--- src/rtl/tx_sched_pkg.sv ---
`default_nettype none
// +-----------------------------------------------------------------------+
// | Module   : tx_sched_pkg                                               |
// | Purpose  : K-code constants and segment FSM state encoding shared by  |
// |            the TX scheduler and its checksum helper.                  |
// | Revision : 1.0 - initial release                                      |
// +-----------------------------------------------------------------------+
package tx_sched_pkg;

  localparam logic [7:0] K28_5     = 8'hBC;
  localparam logic [7:0] SEG_START = 8'h5C;
  localparam logic [7:0] SEG_STOP  = 8'h3C;

  typedef enum logic [2:0] {
    ST_IDLE   = 3'd0,
    ST_START  = 3'd1,
    ST_ADDR   = 3'd2,
    ST_DATA   = 3'd3,
    ST_STOP   = 3'd4,
    ST_CSUM_H = 3'd5,
    ST_CSUM_L = 3'd6
  } seg_state_t;

endpackage
`default_nettype wire

--- src/rtl/seg_checksum.sv ---
`default_nettype none
// +-----------------------------------------------------------------------+
// | Module   : seg_checksum                                               |
// | Purpose  : 16-bit running byte sum for one segment frame. start loads |
// |            the first byte (the address), byte_valid adds the next.    |
// | Revision : 1.0 - initial release                                      |
// +-----------------------------------------------------------------------+
module seg_checksum
  import tx_sched_pkg::*;
(
  input  logic        clk,
  input  logic        rst_n,
  input  logic        start,
  input  logic        byte_valid,
  input  logic [7:0]  byte_in,
  output logic [15:0] sum
);

  // Load on start, accumulate on every valid payload byte
  always_ff @(posedge clk or negedge rst_n) begin
    if (!rst_n) begin
      sum <= 16'h0000;
    end else if (start) begin
      sum <= {8'h00, byte_in};
    end else if (byte_valid) begin
      sum <= sum + {8'h00, byte_in};
    end
  end

endmodule
`default_nettype wire

--- src/rtl/tx_scheduler.sv ---
`default_nettype none
// +-----------------------------------------------------------------------+
// | Module   : tx_scheduler                                               |
// | Purpose  : Two-lane transceiver slot scheduler. Event lane carries    |
// |            periodic K28.5 commas and single events; data lane carries |
// |            dbus on even slots and segment frames on odd slots.        |
// | Options  : TX_SCHED_CHECKSUM_EN adds CSUM_H/CSUM_L after STOP.        |
// | Revision : 1.0 - initial release                                      |
// +-----------------------------------------------------------------------+
module tx_scheduler
  import tx_sched_pkg::*;
#(
  parameter int COMMA_PERIOD = 4,
  parameter int SEG_BYTES    = 16
) (
  input  logic                   aclk,
  input  logic                   aresetn,
  input  logic                   link_ready,
  input  logic [7:0]             dbus,
  input  logic                   ev_valid,
  output logic                   ev_ready,
  input  logic [7:0]             ev_code,
  input  logic                   seg_valid,
  output logic                   seg_ready,
  input  logic [7:0]             seg_addr,
  input  logic [SEG_BYTES*8-1:0] seg_data,
  output logic [15:0]            tx_data,
  output logic [1:0]             tx_is_k,
  output logic                   busy
);

  localparam int CNT_W = (SEG_BYTES > 1) ? $clog2(SEG_BYTES) : 1;

  logic [1:0]             rst_sync;
  logic                   rst_n;
  logic [7:0]             phase;
  logic                   odd;
  seg_state_t             state;
  seg_state_t             state_next;
  logic [7:0]             addr_q;
  logic [SEG_BYTES*8-1:0] shift_q;
  logic [CNT_W-1:0]       cnt_q;
  logic                   seg_hs;
  logic                   data_slot;
  logic [7:0]             ev_byte;
  logic                   ev_k;
  logic [7:0]             data_byte;
  logic                   data_k;

  // Reset asserts immediately, releases two clock edges after aresetn rises
  always_ff @(posedge aclk or negedge aresetn) begin
    if (!aresetn) begin
      rst_sync <= 2'b00;
    end else begin
      rst_sync <= {rst_sync[0], 1'b1};
    end
  end

  assign rst_n = rst_sync[1];

  // Slot phase and parity; both restart from zero whenever the link drops
  always_ff @(posedge aclk or negedge rst_n) begin
    if (!rst_n) begin
      phase <= 8'd0;
      odd   <= 1'b0;
    end else if (!link_ready) begin
      phase <= 8'd0;
      odd   <= 1'b0;
    end else begin
      phase <= (phase == 8'(COMMA_PERIOD - 1)) ? 8'd0 : phase + 8'd1;
      odd   <= ~odd;
    end
  end

  // Events never displace a comma, so phase 0 is closed to requests
  assign ev_ready  = rst_n && link_ready && (phase != 8'd0);
  assign seg_ready = rst_n && link_ready && (state == ST_IDLE);
  assign busy      = (state != ST_IDLE);
  assign seg_hs    = seg_valid && seg_ready;
  assign data_slot = link_ready && odd && (state == ST_DATA);

`ifdef TX_SCHED_CHECKSUM_EN
  logic [15:0] csum_sum;

  seg_checksum u_csum (
    .clk        (aclk),
    .rst_n      (rst_n),
    .start      (seg_hs),
    .byte_valid (data_slot),
    .byte_in    (seg_hs ? seg_addr : shift_q[7:0]),
    .sum        (csum_sum)
  );
`endif

  // Frame state register
  always_ff @(posedge aclk or negedge rst_n) begin
    if (!rst_n) begin
      state <= ST_IDLE;
    end else begin
      state <= state_next;
    end
  end

  // Frame sequencing and data-lane byte selection; states move on odd slots only
  always_comb begin
    state_next = state;
    data_byte  = odd ? 8'h00 : dbus;
    data_k     = 1'b0;
    case (state)
      ST_IDLE: begin
        if (seg_hs) state_next = ST_START;
      end
      ST_START: begin
        if (odd) begin
          data_byte  = SEG_START;
          data_k     = 1'b1;
          state_next = ST_ADDR;
        end
      end
      ST_ADDR: begin
        if (odd) begin
          data_byte  = addr_q;
          state_next = ST_DATA;
        end
      end
      ST_DATA: begin
        if (odd) begin
          data_byte = shift_q[7:0];
          if (cnt_q == CNT_W'(SEG_BYTES - 1)) state_next = ST_STOP;
        end
      end
      ST_STOP: begin
        if (odd) begin
          data_byte  = SEG_STOP;
          data_k     = 1'b1;
`ifdef TX_SCHED_CHECKSUM_EN
          state_next = ST_CSUM_H;
`else
          state_next = ST_IDLE;
`endif
        end
      end
`ifdef TX_SCHED_CHECKSUM_EN
      ST_CSUM_H: begin
        if (odd) begin
          data_byte  = ~csum_sum[15:8];
          state_next = ST_CSUM_L;
        end
      end
      ST_CSUM_L: begin
        if (odd) begin
          data_byte  = ~csum_sum[7:0];
          state_next = ST_IDLE;
        end
      end
`endif
      default: state_next = ST_IDLE;
    endcase
    if (!link_ready) state_next = ST_IDLE;
  end

  // Capture a frame on handshake, then walk the payload LSB-first
  always_ff @(posedge aclk or negedge rst_n) begin
    if (!rst_n) begin
      addr_q  <= 8'h00;
      shift_q <= '0;
      cnt_q   <= '0;
    end else if (seg_hs) begin
      addr_q  <= seg_addr;
      shift_q <= seg_data;
      cnt_q   <= '0;
    end else if (data_slot) begin
      shift_q <= shift_q >> 8;
      cnt_q   <= cnt_q + CNT_W'(1);
    end
  end

  // Event lane: comma on phase 0, otherwise the event accepted this slot
  always_comb begin
    ev_byte = 8'h00;
    ev_k    = 1'b0;
    if (phase == 8'd0) begin
      ev_byte = K28_5;
      ev_k    = 1'b1;
    end else if (ev_valid && ev_ready) begin
      ev_byte = ev_code;
    end
  end

  // Registered line outputs, silenced while the link is down
  always_ff @(posedge aclk or negedge rst_n) begin
    if (!rst_n) begin
      tx_data <= 16'h0000;
      tx_is_k <= 2'b00;
    end else if (!link_ready) begin
      tx_data <= 16'h0000;
      tx_is_k <= 2'b00;
    end else begin
      tx_data <= {data_byte, ev_byte};
      tx_is_k <= {data_k, ev_k};
    end
  end

endmodule
`default_nettype wire

--- config.mk ---
export PLATFORM = sky130hd
export DESIGN_NAME = tx_scheduler
export DESIGN_NICKNAME = d
export VERILOG_FILES = /design/src/rtl/tx_sched_pkg.sv /design/src/rtl/seg_checksum.sv /design/src/rtl/tx_scheduler.sv
export SDC_FILE = /design/constraint.sdc
export NUM_CORES = 1
export LEC_CHECK = 0
export ABC_AREA = 1
export BUFFER_PORTS_ARGS = -buffer_cell sky130_fd_sc_hd__buf_2
export CAP_MARGIN = 15
export CORE_MARGIN = 3
export CORE_UTILIZATION = 58
export CTS_CLUSTER_DIAMETER = 80
export DETAILED_ROUTE_END_ITERATION = 7
export HOLD_SLACK_MARGIN = 0.06
export PLACE_DENSITY = 0.95
export SLEW_MARGIN = 20
export SYNTH_ARGS = -nofsm -noshare
export SYNTH_HDL_FRONTEND = slang
export SYNTH_SLANG_ARGS = --single-unit
--- constraint.sdc ---
create_clock -name aclk -period 8.5 [get_ports aclk]
set_input_delay 0.425 -clock aclk [delete_from_list [all_inputs] [get_ports aclk]]
set_output_delay 0.425 -clock aclk [all_outputs]
set_load 0.05 [all_outputs]
# == Word-level counts from Yosys, hierarchy flattened ==
# Cells that the tools add are included.
# Widths: inputs -> output; s select.
# totals
register_bits,172
ram_bits,0
input_bits,157
output_inout_bits,21
wordCells,66
mem_bits_ro,0
n_memories,0
latchBits,0
# op_classes
n_addsub,2
n_bitwise,1
n_reduce_logical,14
eq_ne,12
shift,0
magnitude_cmp,0
n_mux,28
n_div,0
n_mul,0
# op_table
operator,count
$mux 128,2
$mux 8,9
$pmux 8 s4,1
$mux 3,7
$mux 16,1
$ne 3x3->1 const B,5
$pmux 3 s5,1
$add 8x1->8 const B,1
$eq 8x2->1 const B,1
$logic_not 8->1,1
$mux 4,2
$reduce_bool 8->1,1
$logic_and 1x1->1,7
$eq 3x2->1 const B,2
$reduce_and 6->1,1
$add 4x1->4 const B,1
$eq 4x4->1 const B,1
$mux 1,4
$eq 3x1->1 const B,1
$eq 3x3->1 const B,1
$logic_not 3->1,1
$ne 3x2->1 const B,1
$reduce_bool 3->1,1
$mux 2,1
3 further kinds,3

# == Logic depth before layout (Yosys ltp) ==
# Gate-level depths: netlist of run 1.
# logic_depth
depth_word,6
ltp_mapped,11
mapped_depth_nobuf,9

# == Least setup slack after synthesis of run 1 ==
# No wires, ideal clock.
# synth_path
path_type,register to output
from,reg rst_sync[1]
to,out ev_ready
required_time_ps,8075
setup_slack_ps,2448
n_path_buf,0
t_arrival_ps,5627
stages_incl_launch_ff,3
path_cell_list,dfrtp_1 > nand2_1 > nor2_1
# synth_via
elab_chain_len,2
# synth_rtl
item,line_no,source
from (decl),tx_scheduler.sv:34,logic [1:0] rst_sync;
from (signal assigned),tx_scheduler.sv:55,"rst_sync <= {rst_sync[0], 1'b1};"
$logic_and 1x1->1 (2 in series),tx_scheduler.sv:76,assign ev_ready = rst_n && link_ready && (phase != 8'd0);
to (decl),tx_scheduler.sv:21,"output logic ev_ready,"
# Every way passes these cells.

# == Worst setup path after layout of run 1 ==
# layout_path
from,reg state[0]
to,reg shift_q[110]
# layout_via
elab_chain_len,4
# layout_rtl
item,line_no,source
from (decl),tx_scheduler.sv:38,seg_state_t state;
from (signal assigned),tx_scheduler.sv:100,state <= state_next;
$logic_not 3->1,tx_scheduler.sv:77,assign seg_ready = rst_n && link_ready && (state == ST_IDLE);
$logic_and 1x1->1,tx_scheduler.sv:77,
$logic_and 1x1->1,tx_scheduler.sv:79,assign seg_hs = seg_valid && seg_ready;
$mux 128 or $reduce_bool 2->1 (tied branches),-,
to (signal assigned),tx_scheduler.sv:170,shift_q <= seg_data;
to (signal assigned),tx_scheduler.sv:173,shift_q <= shift_q >> 8;
to (decl),tx_scheduler.sv:41,logic [SEG_BYTES*8-1:0] shift_q;
# Parallel ways exist; a longest one is shown, timed or not.
# A chain may end at the register's enable or synchronous reset.

==> out/results.txt, run 1 <==
Result of the run = completed
Kind of path behind the tightest hold check = in2reg
Standby leakage power = 4.81 nW
Length of the first detailed-routing pass in iterations = 6
Largest net degree at the start of global routing = 97
Worst slew margin = 36.2%
Maximum frequency from static timing analysis = 0.321 GHz
Floorplan die height = 121 um
Worst Setup Start Kind = flop
Worst-case clock buffer depth = 2
Critical path data arrival time = 3.44 ns
Post-detailed-route DRC marker count = 0
Post-synthesis sequential area ratio = 55.7%
Crit share post-route = 36.7%
Rows = 41
Final Slew Violations = 0
Most used cell along the critical path = sky130_fd_sc_hd__nand2_2
DRC violation total after the first TritonRoute iteration = 767
Initial core utilization = 60.3%
Die Footprint = 14,700 sq um
Number of fill cells = 1,006
End of the worst register-to-register path = shift_q[110]$_DFFE_PN0P_
Detail-routed via count per cell = 5.35
Count of flip-flops with a built-in enable after synthesis = 0
Share of cells above drive strength 1 = 20.0%
Buffer cell driving the clock tree root = sky130_fd_sc_hd__clkbuf_16
RD Place Congestion = 0.855
Buffers on Ports = 177
Slowest cell on the critical path = sky130_fd_sc_hd__buf_4
Flop2flop setup slack = 5.38 ns
Main synth FF type = sky130_fd_sc_hd__dfrtp_1
HPWL Detailed = 12,200 um
#FFs+latches synth = 172
Remaining antenna violation count = 0
Number of buffers created by CTS = 17
Width of the die = 121 um
Cell types with the largest area share after synthesis = sky130_fd_sc_hd__dfrtp_1 (56%), sky130_fd_sc_hd__nand2_1 (22%), sky130_fd_sc_hd__nand3_1 (7.5%), sky130_fd_sc_hd__nor2_1 (3.1%), sky130_fd_sc_hd__a31oi_1 (2.7%)
Setup repair after global routing missed its margin = no
Number of distinct library cells after synthesis = 26
Post-layout instance count excluding filler cells = 1,291
Final setup violation count = 0
Average routed wire per standard cell = 14.2 um
Async set-or-reset flop fraction in the synthesized netlist = 100%
R2r worst-path depth = 7
Critical path peak fanout = 95
# nets final = 1,267
Boundary pin count = 178
Summed instance area of the synthesized netlist = 7730 sq um
Pin slew with the least headroom to its limit = 0.957 ns
Power density over the cells = 298 nW/um^2
Maximum VDD drop = 0.167 mV
Number of global-route vias before repair = 6,433
Cell depth of the worst hold path = 3
Placed Instances = 1,259
Hold path endpoint = addr_q[3]$_DFFE_PN0N_
Area of the core region = 12,800 sq um
Diode count = 0
Type of the worst setup path = reg2reg
Average size of a mapped cell = 8.08 sq um
Post-route setup TNS = 0 ns
Critical-path cell list = nand2_2 -> nor2_4 -> nand2_2 -> clkinv_2 -> buf_4 -> nand2_1 -> a31oi_1
Cell with the most instances after synthesis = sky130_fd_sc_hd__nand2_1
Number of hold violations in the final report = 0
Max-Cap Viols = 0
Via count of the routed design = 6,908
Placed Area = 8540 sq um
Global-route total usage across every layer = 25.6%
Share of the synthesized area in the top cell type = 55.7%
Gate Count Post-Synth = 956
Final instance area = 9080 sq um
Syn nets = 1,116
Most used standard cells in the synthesized netlist = sky130_fd_sc_hd__nand2_1 (459), sky130_fd_sc_hd__dfrtp_1 (172), sky130_fd_sc_hd__nand3_1 (116)
Delay of the slowest critical-path stage = 0.79 ns
Startpoint of the worst hold path = seg_addr[3]
H-Tree Level Count = 4
Post-layout utilization of the core = 70.8%
Final min period = 3.12 ns
Crit path required time = 8.82 ns
Synthesis Warnings = 0
Worst flop-to-flop path startpoint = state[0]$_DFFE_PN0P_
Sum of overflow across all layers after global routing = 0
Worst setup startpoint = state[0]$_DFFE_PN0P_
Clk slew on worst S/H paths = 0.06 ns
Skew final = 0.00637 ns
Cell type with the highest aggregate area in the netlist = sky130_fd_sc_hd__dfrtp_1
P&R area growth vs syn = 17.6%
Insertion delay of the later-clocked pin in the worst-skew pair = 0.42 ns
TritonCTS sink count = 172
Antenna violations before repair = 1
TritonCTS clock tree = yes
Total length of routed wires = 18,400 um
Worst setup EP type = flop
Global-route wire length before repair = 29,900 um
Setup repair bufs after CTS = 0
Total power draw = 2.71 mW
[flip-flops by register name, summed over array words and instances, names as in the netlist]
name	flops
shift_q	128
tx_data	16
addr_q	8
phase	8
cnt_q	4
state	3
rst_sync	2
tx_is_k	2
odd	1
[worst max-delay path, delay by kind of cell, from the launching register on]
family / cells / cell delay, ns
buffers and inverters: 2 / 1.27
flip-flops: 1 / 0.52
AND/OR/NAND/NOR: 4 / 0.99
AO/OA/AOI/OAI: 1 / 0.20
[stage by stage]
| stage | worst slack [ns] | hold slack (ns) |
|---|---|---|
| 6_report | 5.38 | 0.197 |
| 5_1_grt | 5.10 | 0.198 |
| 4_1_cts | 5.37 | 0.185 |
| 3_5_place_dp | 5.44 | 0.212 |
| 3_3_place_gp | 5.47 | 0.210 |
| 2_1_floorplan | 2.45 | 0.129 |
[report_power, final]
| part | switching [mW] | internal, mW |
|---|---|---|
| clock network | 0.300 | 0.399 |
| logic | 0.409 | 0.249 |
| registers | 0.203 | 1.15 |
[layout make-up]
type                       instances  area, sq um  area share, %
inverter                          29          111           1.23
multi-input combinational        704         2990           32.9
clock inverter                     8         42.5          0.468
sequential                       172         4310           47.4
clock buffer                      23          488           5.37
tap                              172          215           2.37
timing repair buffer             183          933           10.3
[kinds of logic (layout without fill, tap and decap cells)]
family	after synthesis	after routing	share of synthesized area [%]
DFF	172	172	55.7
xor gates and xnor gates	3	3	0.340
other	1	1	0.0485
AOI/OAI and AO/OA	41	41	3.19
and+or+nand+nor	656	656	34.6
buffers and inverters	80	243	5.67
adders and majority gates	3	3	0.486
[layout by cell type, fill, tap and decap left out]
master / Yosys / routed
sky130_fd_sc_hd__buf_2: 26 / 177
sky130_fd_sc_hd__nand3_1: 116 / 116
sky130_fd_sc_hd__conb_1: 1 / 1
sky130_fd_sc_hd__clkinvlp_4: 0 / 1
sky130_fd_sc_hd__nor2_2: 1 / 1
sky130_fd_sc_hd__nor3b_2: 1 / 1
sky130_fd_sc_hd__a31oi_1: 33 / 33
sky130_fd_sc_hd__xnor2_1: 1 / 1
sky130_fd_sc_hd__buf_4: 14 / 5
sky130_fd_sc_hd__nand4_1: 1 / 1
sky130_fd_sc_hd__inv_2: 3 / 1
sky130_fd_sc_hd__xor2_1: 2 / 2
sky130_fd_sc_hd__nand3b_1: 1 / 1
sky130_fd_sc_hd__a21oi_1: 4 / 4
sky130_fd_sc_hd__nand2_1: 459 / 459
sky130_fd_sc_hd__dfrtp_4: 0 / 1
sky130_fd_sc_hd__nand2_4: 1 / 1
sky130_fd_sc_hd__ha_1: 3 / 3
sky130_fd_sc_hd__nor2_1: 63 / 63
sky130_fd_sc_hd__dfrtp_1: 172 / 171
sky130_fd_sc_hd__clkinv_2: 0 / 9
sky130_fd_sc_hd__dlygate4sd3_1: 0 / 1
sky130_fd_sc_hd__nor3_1: 7 / 7
sky130_fd_sc_hd__clkbuf_16: 0 / 17
sky130_fd_sc_hd__clkbuf_1: 4 / 2
sky130_fd_sc_hd__nand2_2: 3 / 3
sky130_fd_sc_hd__clkbuf_8: 0 / 4
sky130_fd_sc_hd__o21ai_1: 1 / 1
sky130_fd_sc_hd__nor2_4: 3 / 3
sky130_fd_sc_hd__inv_1: 26 / 26
sky130_fd_sc_hd__o21ai_0: 3 / 3
[per-layer routing]
metal,wire length (um),track usage [%],up-vias
li1,-,-,3338
met1,7660,34.5,3231
met2,8910,41.1,299
met3,1430,5.64,38
met4,368,9.03,2
met5,13,0,-
[how the worst max path moves through the flow]
stage / to / slack (ns) / cells after the start
floorplan: ev_ready / 2.45 / 2
global placement: shift_q[26]$_DFFE_PN0P_ / 5.47 / 7
detailed placement: shift_q[110]$_DFFE_PN0P_ / 5.44 / 7
CTS: shift_q[110]$_DFFE_PN0P_ / 5.37 / 7
global route: shift_q[110]$_DFFE_PN0P_ / 5.10 / 7
finish: shift_q[110]$_DFFE_PN0P_ / 5.38 / 7
[timing repair]
item,in CTS,in global routing
endpoints found under the hold margin,2,0
hold buffers,1,0
resized for setup,0,0
Note: power is estimated with default switching activity, not from simulation.
==> run 2: changes to the inputs <==
ABC_AREA = 0   (was 1)
CORE_UTILIZATION = 54   (was 58)
PLACE_DENSITY = 0.9   (was 0.95)
clock period = 2.9 ns   (was 8.5 ns; I/O delays follow)
==> run 2 against run 1 <==
  * Utilization grew 6.9 points
  * Sequential share of layout area shrank 7.7 points
  * Clock skew grew 0.0082 ns
  * Highest routed layer is now met4
  * Critical endpoint is now tx_data[4]$_DFF_PN0_
  * Via count grew 7.8%
  * Routed wire length grew 38%
  * Largest cell class unchanged
==> out/results.txt, run 2 <==
Worst-case clock buffer depth = 2 (unchanged)
Global-route wire length before repair = 40,200 um (was 29,900 um)
Cell with the most instances after synthesis = sky130_fd_sc_hd__dfrtp_1 (was sky130_fd_sc_hd__nand2_1)
Average routed wire per standard cell = 20.5 um (was 14.2 um)
Setup repair after global routing missed its margin = no (unchanged)
TritonCTS sink count = 172 (unchanged)
Total length of routed wires = 25,300 um (was 18,400 um)
Initial core utilization = 55.3% (was 60.3%)
HPWL Detailed = 12,300 um (was 12,200 um)
Sum of overflow across all layers after global routing = 0 (unchanged)
Post-layout utilization of the core = 77.8% (was 70.8%)
Post-detailed-route DRC marker count = 0 (unchanged)
Worst Setup Start Kind = flop (unchanged)
Largest net degree at the start of global routing = 111 (was 97)
Gate power share = 21.4% (was 24.3%)
Type of the worst setup path = reg2reg (unchanged)
Fraction of power consumed by the clock network = 31.6% (was 25.8%)
Slowest cell on the critical path = sky130_fd_sc_hd__dfrtp_4 (was sky130_fd_sc_hd__buf_4)
Commonest non-fill, non-tap cell in the layout = sky130_fd_sc_hd__buf_2 (was sky130_fd_sc_hd__nand2_1)
Main synth FF type = sky130_fd_sc_hd__dfrtp_1 (unchanged)
Most used standard cells in the synthesized netlist = sky130_fd_sc_hd__dfrtp_1 (172), sky130_fd_sc_hd__nand2_1 (143), sky130_fd_sc_hd__a21oi_1 (121) (was sky130_fd_sc_hd__nand2_1 (459), sky130_fd_sc_hd__dfrtp_1 (172), sky130_fd_sc_hd__nand3_1 (116))
Number of fill cells = 842 (was 1,006)
Leading cell types in the layout, fill and taps excluded = sky130_fd_sc_hd__buf_2 (177), sky130_fd_sc_hd__dfrtp_1 (171), sky130_fd_sc_hd__dlygate4sd3_1 (162) (was sky130_fd_sc_hd__nand2_1 (459), sky130_fd_sc_hd__buf_2 (177), sky130_fd_sc_hd__dfrtp_1 (171))
Maximum frequency from static timing analysis = 0.431 GHz (was 0.321 GHz)
Post-synthesis sequential area ratio = 55.8% (was 55.7%)
Skew final = 0.0146 ns (was 0.00637 ns)
Maximum VDD drop = 0.499 mV (was 0.167 mV)
Placed Instances = 1,039 (was 1,259)
Average size of a mapped cell = 10.5 sq um (was 8.08 sq um)
Pin slew with the least headroom to its limit = 0.791 ns (was 0.957 ns)
Boundary pin count = 178 (unchanged)
Net Sw Frac = 30.1% (was 33.7%)
Standby leakage power = 5.27 nW (was 4.81 nW)
Detail-routed via count per cell = 6.03 (was 5.35)
Length of the first detailed-routing pass in iterations = 6 (unchanged)
Critical path peak fanout = 40 (was 95)
Worst slew margin = 47.3% (was 36.2%)
DRC violation total after the first TritonRoute iteration = 786 (was 767)
Regs by FF count = shift_q (128), tx_data (16) (unchanged)
Remaining antenna violation count = 0 (unchanged)
Syn nets = 896 (was 1,116)
Critical path data arrival time = 2.67 ns (was 3.44 ns)
Kind of path behind the tightest hold check = in2reg (unchanged)
Floorplan die height = 126 um (was 121 um)
Power density over the cells = 713 nW/um^2 (was 298 nW/um^2)
TritonCTS clock tree = yes (unchanged)
Share of the synthesized area in the top cell type = 55.8% (was 55.7%)
Post-route setup TNS = 0 ns (unchanged)
Flip-flop count of the largest register, all copies and words added = 128 (unchanged)
Die Footprint = 15,800 sq um (was 14,700 sq um)
Final Slew Violations = 0 (unchanged)
Rows = 43 (was 41)
Async set-or-reset flop fraction in the synthesized netlist = 100% (unchanged)
Buffer cell driving the clock tree root = sky130_fd_sc_hd__clkbuf_16 (unchanged)
Top reg by flops = shift_q (unchanged)
Number of distinct library cells after synthesis = 40 (was 26)
Critical-path cell list = buf_4 -> nand3_1 -> dlygate4sd3_1 -> a21oi_1 (was nand2_2 -> nor2_4 -> nand2_2 -> clkinv_2 -> buf_4 -> nand2_1 -> a31oi_1)
Via count of the routed design = 7,450 (was 6,908)
Switching Power = 2.32 mW (was 0.913 mW)
Final min period = 2.32 ns (was 3.12 ns)
Cell types with the largest area share after synthesis = sky130_fd_sc_hd__dfrtp_1 (56%), sky130_fd_sc_hd__a2bb2oi_1 (12%), sky130_fd_sc_hd__a21oi_1 (7.9%), sky130_fd_sc_hd__nand2_1 (7.0%), sky130_fd_sc_hd__buf_6 (2.2%) (was sky130_fd_sc_hd__dfrtp_1 (56%), sky130_fd_sc_hd__nand2_1 (22%), sky130_fd_sc_hd__nand3_1 (7.5%), sky130_fd_sc_hd__nor2_1 (3.1%), sky130_fd_sc_hd__a31oi_1 (2.7%))
P&R area growth vs syn = 40.5% (was 17.6%)
Result of the run = completed (unchanged)
Number of hold violations in the final report = 0 (unchanged)
# nets final = 1,200 (was 1,267)
Insertion delay of the later-clocked pin in the worst-skew pair = 0.43 ns (was 0.42 ns)
Sequential power share = 47.0% (was 49.9%)
Global-route total usage across every layer = 32.4% (was 25.6%)
Crit path required time = 3.25 ns (was 8.82 ns)
Gate Count Post-Synth = 736 (was 956)
RD Place Congestion = 0.833 (was 0.855)
Area of the core region = 13,900 sq um (was 12,800 sq um)
Final setup violation count = 0 (unchanged)
Share of cells above drive strength 1 = 22.8% (was 20.0%)
Clk slew on worst S/H paths = 0.07 ns (was 0.06 ns)
Delay of the slowest critical-path stage = 0.75 ns (was 0.79 ns)
Max-Cap Viols = 0 (unchanged)
Post-layout instance count excluding filler cells = 1,235 (was 1,291)
Cell type with the highest aggregate area in the netlist = sky130_fd_sc_hd__dfrtp_1 (unchanged)
Worst setup EP type = flop (unchanged)
Cell-internal power = 5.40 mW (was 1.80 mW)
Crit share post-route = 80.0% (was 36.7%)
Summed instance area of the synthesized netlist = 7710 sq um (was 7730 sq um)
Number of global-route vias before repair = 7,845 (was 6,433)
Number of buffers created by CTS = 17 (unchanged)
H-Tree Level Count = 4 (unchanged)
Width of the die = 126 um (was 121 um)
Buffers on Ports = 177 (unchanged)
Setup repair bufs after CTS = 0 (unchanged)
Synthesis Warnings = 0 (unchanged)
Count of flip-flops with a built-in enable after synthesis = 0 (unchanged)
Antenna violations before repair = 2 (was 1)
#FFs+latches synth = 172 (unchanged)
run 2: cell types whose count changed after synthesis, moves of 6 or more:
cell / change
sky130_fd_sc_hd__nor2_1: -47
sky130_fd_sc_hd__a21oi_1: +117
sky130_fd_sc_hd__mux2_2: +9
sky130_fd_sc_hd__a2bb2oi_1: +109
sky130_fd_sc_hd__clkbuf_1: +17
sky130_fd_sc_hd__nand3_1: -102
sky130_fd_sc_hd__a31oi_1: -31
sky130_fd_sc_hd__a22o_1: +8
sky130_fd_sc_hd__nand2_1: -316
sky130_fd_sc_hd__buf_6: +8
sky130_fd_sc_hd__o21ai_0: +6
sky130_fd_sc_hd__a22oi_1: +13
sky130_fd_sc_hd__inv_1: -20
sky130_fd_sc_hd__buf_2: -8
run 2: repair_timing:
| action | in CTS | in global routing |
|---|---|---|
| gates resized for setup | 0 | 0 |
| hold endpoints to repair | 154 | 0 |
| hold buffers | 162 | 0 |
run 2: worst paths after layout:
path,start,end,slack [ns],cells past startpoint
max,rst_sync[1]$_DFF_PN0_,tx_data[4]$_DFF_PN0_,0.58,4
min,dbus[5],tx_data[13]$_DFF_PN0_,0.08,3
max reg2reg,rst_sync[1]$_DFF_PN0_,tx_data[4]$_DFF_PN0_,0.58,4
min reg2reg,rst_sync[1]$_DFF_PN0_,phase[1]$_DFF_PN0_,0.30,0
max in group asynchronous,rst_sync[1]$_DFF_PN0_,shift_q[113]$_DFFE_PN0P_,1.42,1
min in group asynchronous,rst_sync[1]$_DFF_PN0_,phase[1]$_DFF_PN0_,0.30,0
run 2: power by group through the flow:
| stage | clock network, mW | logic (mW) | registers [mW] |
|---|---|---|---|
| 3_5_place_dp | 0 | 1.38 | 3.60 |
| 5_1_grt | 2.57 | 1.83 | 3.68 |
| 3_3_place_gp | 0 | 1.31 | 3.57 |
| 6_report | 2.44 | 1.65 | 3.63 |
| 2_1_floorplan | 0 | 0.989 | 3.55 |
| 4_1_cts | 2.44 | 1.57 | 3.57 |
run 2: worst max-delay path: cells and delay by family (launching register included):
kind | cells | cell delay (ns)
AND/OR/NAND/NOR | 1 | 0.17
AO/OA/AOI/OAI | 1 | 0.15
buffers and inverters | 2 | 1.15
flip-flops | 1 | 0.75
run 2: cell families after synthesis:
| family | after synthesis | share of synthesized area [%] |
|---|---|---|
| compound gates | 271 | 24.5 |
| xor+xnor | 8 | 0.909 |
| fa+ha+maj | 3 | 0.487 |
| buf+inv | 71 | 5.66 |
| flops | 172 | 55.8 |
| mux | 13 | 1.83 |
| other cells | 1 | 0.0486 |
| simple gates | 197 | 10.8 |
run 2: per-layer routing:
layer  global-route usage, %  vias up  share of wire (%)
li1                        -     3257                  -
met1                    36.1     3606                 35
met2                    56.1      444                 52
met3                    7.43      143                6.7
met4                    20.2        0                6.9
met5                       0        -                  0
run 2: layout make-up:
type	instances	area (sq um)	share of cell area [%]
Sequential cell	172	4310	39.7
Multi-Input combinational cell	493	3000	27.7
Timing Repair Buffer	350	2650	24.5
Clock buffer	21	460	4.25
Tap cell	180	225	2.08
Clock inverter	11	166	1.54
Inverter	6	22.5	0.208
Antenna cell	2	5.00	0.0462
run 2: metrics by stage:
stage	hold slack (ns)	setup slack, ns	cell area [sq um]	total power [mW]
finish	0.0790	0.580	10800	7.73
global route	0.0608	0.345	10800	8.08
CTS	0.0801	0.653	10800	7.57
detailed placement	-0.0695	0.786	8580	4.98
global placement	-0.0692	0.824	8580	4.88
floorplan	-0.151	-0.0838	7730	4.54
==> run 3: changes to the inputs <==
clock period = 2.3 ns   (was 2.9 ns; I/O delays follow)
==> run 3 against run 2 <==
  * Die area is the same
  * Combinational power grew 28%
  * Worst setup slack lost 0.42 ns
  * Global-route usage grew 0.71 points
  * Clock power grew 23%
  * Via count grew 2.0%
  * Critical path depth is the same
  * Register-to-register slack lost 0.42 ns
  * Sequential power grew 26%
  * Sequential share of layout area shrank 0.52 points
  * Cell area grew 1.3%
==> out/results.txt, run 3 (synthesis results as in run 2) <==
Result of the run = completed (unchanged)
Worst slack on hold paths = 0.325 ns (was 0.0790 ns)
Detail-routed via count per cell = 6.09 (was 6.03)
Worst path bufs/invs = 1 (was 2)
Remaining antenna violation count = 0 (unchanged)
Placed Area = 8700 sq um (was 8580 sq um)
Commonest non-fill, non-tap cell in the layout = sky130_fd_sc_hd__buf_2 (unchanged)
Top reg by flops = shift_q (unchanged)
Average routed wire per standard cell = 20.7 um (was 20.5 um)
Kind of path behind the tightest hold check = in2reg (unchanged)
Number of hold violations in the final report = 0 (unchanged)
Maximum VDD drop = 0.627 mV (was 0.499 mV)
Post-layout utilization of the core = 78.8% (was 77.8%)
Critical-path cell list = nor4_1 -> a31oi_2 -> and3_1 -> dlygate4sd3_1 (was buf_4 -> nand3_1 -> dlygate4sd3_1 -> a21oi_1)
R2r worst-path depth = 4 (unchanged)
Worst setup EP type = flop (unchanged)
Standby leakage power = 5.34 nW (was 5.27 nW)
Buffers on Ports = 177 (unchanged)
Number of fill cells = 794 (was 842)
Final setup violation count = 0 (unchanged)
Slowest cell on the critical path = sky130_fd_sc_hd__dlygate4sd3_1 (was sky130_fd_sc_hd__dfrtp_4)
Flop2flop setup slack = 0.16 ns (was 0.58 ns)
DRC violation total after the first TritonRoute iteration = 726 (was 786)
P&R area growth vs syn = 42.4% (was 40.5%)
Worst slew margin = 44.7% (was 47.3%)
Worst-case clock buffer depth = 2 (unchanged)
Die Footprint = 15,800 sq um (unchanged)
Worst Setup Start Kind = flop (unchanged)
Setup repair after global routing missed its margin = no (unchanged)
Power density over the cells = 883 nW/um^2 (was 713 nW/um^2)
Delay of the slowest critical-path stage = 0.59 ns (was 0.75 ns)
Buffer cell driving the clock tree root = sky130_fd_sc_hd__clkbuf_16 (unchanged)
Gate power share = 21.9% (was 21.4%)
Net Sw Frac = 30.4% (was 30.1%)
Type of the worst setup path = reg2reg (unchanged)
Cell-internal power = 6.75 mW (was 5.40 mW)
Regs by FF count = shift_q (128), tx_data (16) (unchanged)
TritonCTS sink count = 172 (unchanged)
HPWL Detailed = 12,600 um (was 12,300 um)
Fraction of power consumed by the clock network = 31.1% (was 31.6%)
Sequential power share = 47.0% (about the same)
# nets final = 1,213 (was 1,200)
Max-Cap Viols = 0 (unchanged)
Worst setup startpoint = phase[5]$_DFF_PN0_ (was rst_sync[1]$_DFF_PN0_)
CP Depth = 4 (unchanged)
Crit path required time = 2.61 ns (was 3.25 ns)
Final Slew Violations = 0 (unchanged)
Width of the die = 126 um (unchanged)
Initial core utilization = 55.3% (unchanged)
Skew final = 0.0127 ns (was 0.0146 ns)
Share of cells above drive strength 1 = 23.4% (was 22.8%)
Setup repair bufs after CTS = 0 (unchanged)
Worst flop-to-flop path startpoint = phase[5]$_DFF_PN0_ (was rst_sync[1]$_DFF_PN0_)
Total length of routed wires = 25,800 um (was 25,300 um)
Critical path data arrival time = 2.45 ns (was 2.67 ns)
Area of the core region = 13,900 sq um (unchanged)
Antenna violations before repair = 2 (unchanged)
Post-detailed-route DRC marker count = 0 (unchanged)
Crit path to = tx_data[0]$_DFF_PN0_ (was tx_data[4]$_DFF_PN0_)
Crit share post-route = 92.8% (was 80.0%)
Switching Power = 2.95 mW (was 2.32 mW)
Floorplan die height = 126 um (unchanged)
Critical path peak fanout = 4 (was 40)
TritonCTS clock tree = yes (unchanged)
Via count of the routed design = 7,602 (was 7,450)
Flip-flop count of the largest register, all copies and words added = 128 (unchanged)
Length of the first detailed-routing pass in iterations = 5 (was 6)
Final instance area = 11,000 sq um (was 10,800 sq um)
Global-route wire length before repair = 41,100 um (was 40,200 um)
H-Tree Level Count = 4 (unchanged)
Maximum frequency from static timing analysis = 0.468 GHz (was 0.431 GHz)
Largest net degree at the start of global routing = 154 (was 111)
Sum of overflow across all layers after global routing = 0 (unchanged)
Number of global-route vias before repair = 8,025 (was 7,845)
Number of buffers created by CTS = 17 (unchanged)
Insertion delay of the later-clocked pin in the worst-skew pair = 0.44 ns (was 0.43 ns)
Global-route total usage across every layer = 33.1% (was 32.4%)
Boundary pin count = 178 (unchanged)
RD Place Congestion = 0.791 (was 0.833)
Leading cell types in the layout, fill and taps excluded = sky130_fd_sc_hd__buf_2 (177), sky130_fd_sc_hd__dfrtp_1 (171), sky130_fd_sc_hd__dlygate4sd3_1 (166) (was sky130_fd_sc_hd__buf_2 (177), sky130_fd_sc_hd__dfrtp_1 (171), sky130_fd_sc_hd__dlygate4sd3_1 (162))
End of the worst register-to-register path = tx_data[0]$_DFF_PN0_ (was tx_data[4]$_DFF_PN0_)
Pin slew with the least headroom to its limit = 0.829 ns (was 0.791 ns)
Clk slew on worst S/H paths = 0.07 ns (about the same)
Rows = 43 (unchanged)
Cts repair resizes = 0 (unchanged)
Cell type group with the largest total delay on the critical path = simple AND/OR/NAND/NOR gates (was buffers and inverters)
Final min period = 2.14 ns (was 2.32 ns)
[run 3: tightest hold or removal path, cell delays in order]
cell and delay, ns:
sky130_fd_sc_hd__buf_2 0.15, sky130_fd_sc_hd__nand2_4 0.06, sky130_fd_sc_hd__buf_12 0.20, sky130_fd_sc_hd__a2bb2oi_1 0.18
[run 3: worst min-delay path by stage]
stage               slack, ns  depth (start not counted)                       end       from
detailed placement       -0.1                          1     rst_sync[0]$_DFF_PN0_    aresetn
CTS                      0.33                          5      state[0]$_DFFE_PN0P_  seg_valid
floorplan               -0.18                          0     rst_sync[0]$_DFF_PN0_    aresetn
global route             0.38                          4  shift_q[119]$_DFFE_PN0P_  seg_valid
global placement         -0.1                          1     rst_sync[0]$_DFF_PN0_    aresetn
finish                   0.33                          4  shift_q[113]$_DFFE_PN0P_  seg_valid
[run 3: power by group through the flow]
| stage | Combinational (mW) | Clock, mW | Sequential [mW] |
|---|---|---|---|
| after detailed placement | 1.78 | 0 | 4.52 |
| after global placement | 1.69 | 0 | 4.47 |
| after global routing | 2.34 | 3.15 | 4.62 |
| final | 2.12 | 3.01 | 4.56 |
| after floorplan | 1.25 | 0 | 4.47 |
| after CTS | 2.02 | 3.01 | 4.48 |
[run 3: layer usage]
metal  up-vias  GRT usage (%)  part of all wire (%)
li1       3282              -                     -
met1      3700           36.6                    35
met2       475           58.0                    53
met3       145           6.96                   6.1
met4         0           20.8                   6.2
met5         -              0                     0
[run 3: area by class of cell]
cell class | count | area [sq um] | area share [%]
Clock buffer | 22 | 474 | 4.32
Inverter | 6 | 22.5 | 0.205
Sequential cell | 172 | 4310 | 39.2
Tap cell | 180 | 225 | 2.05
Clock inverter | 10 | 139 | 1.26
Antenna cell | 2 | 5.00 | 0.0456
Multi-Input combinational cell | 493 | 3000 | 27.3
Timing Repair Buffer | 363 | 2810 | 25.6
[run 3: through the flow]
| stage | power (mW) | instances | setup WS [ns] | setup TNS (ns) |
|---|---|---|---|---|
| 4_1_cts | 9.52 | 1246 | 0.216 | 0 |
| 3_3_place_gp | 6.16 | 1048 | 0.519 | 0 |
| 3_5_place_dp | 6.30 | 1048 | 0.453 | 0 |
| 5_1_grt | 10.1 | 1248 | 0.0569 | 0 |
| 2_1_floorplan | 5.72 | 736 | -0.684 | -93.11 |
| 6_report | 9.70 | 1248 | 0.164 | 0 |
[run 3: timing repair]
| item | CTS | global route |
|---|---|---|
| hold endpoints to repair | 156 | 0 |
| hold buffers | 166 | 0 |
| setup endpoints to repair | 0 | 0 |
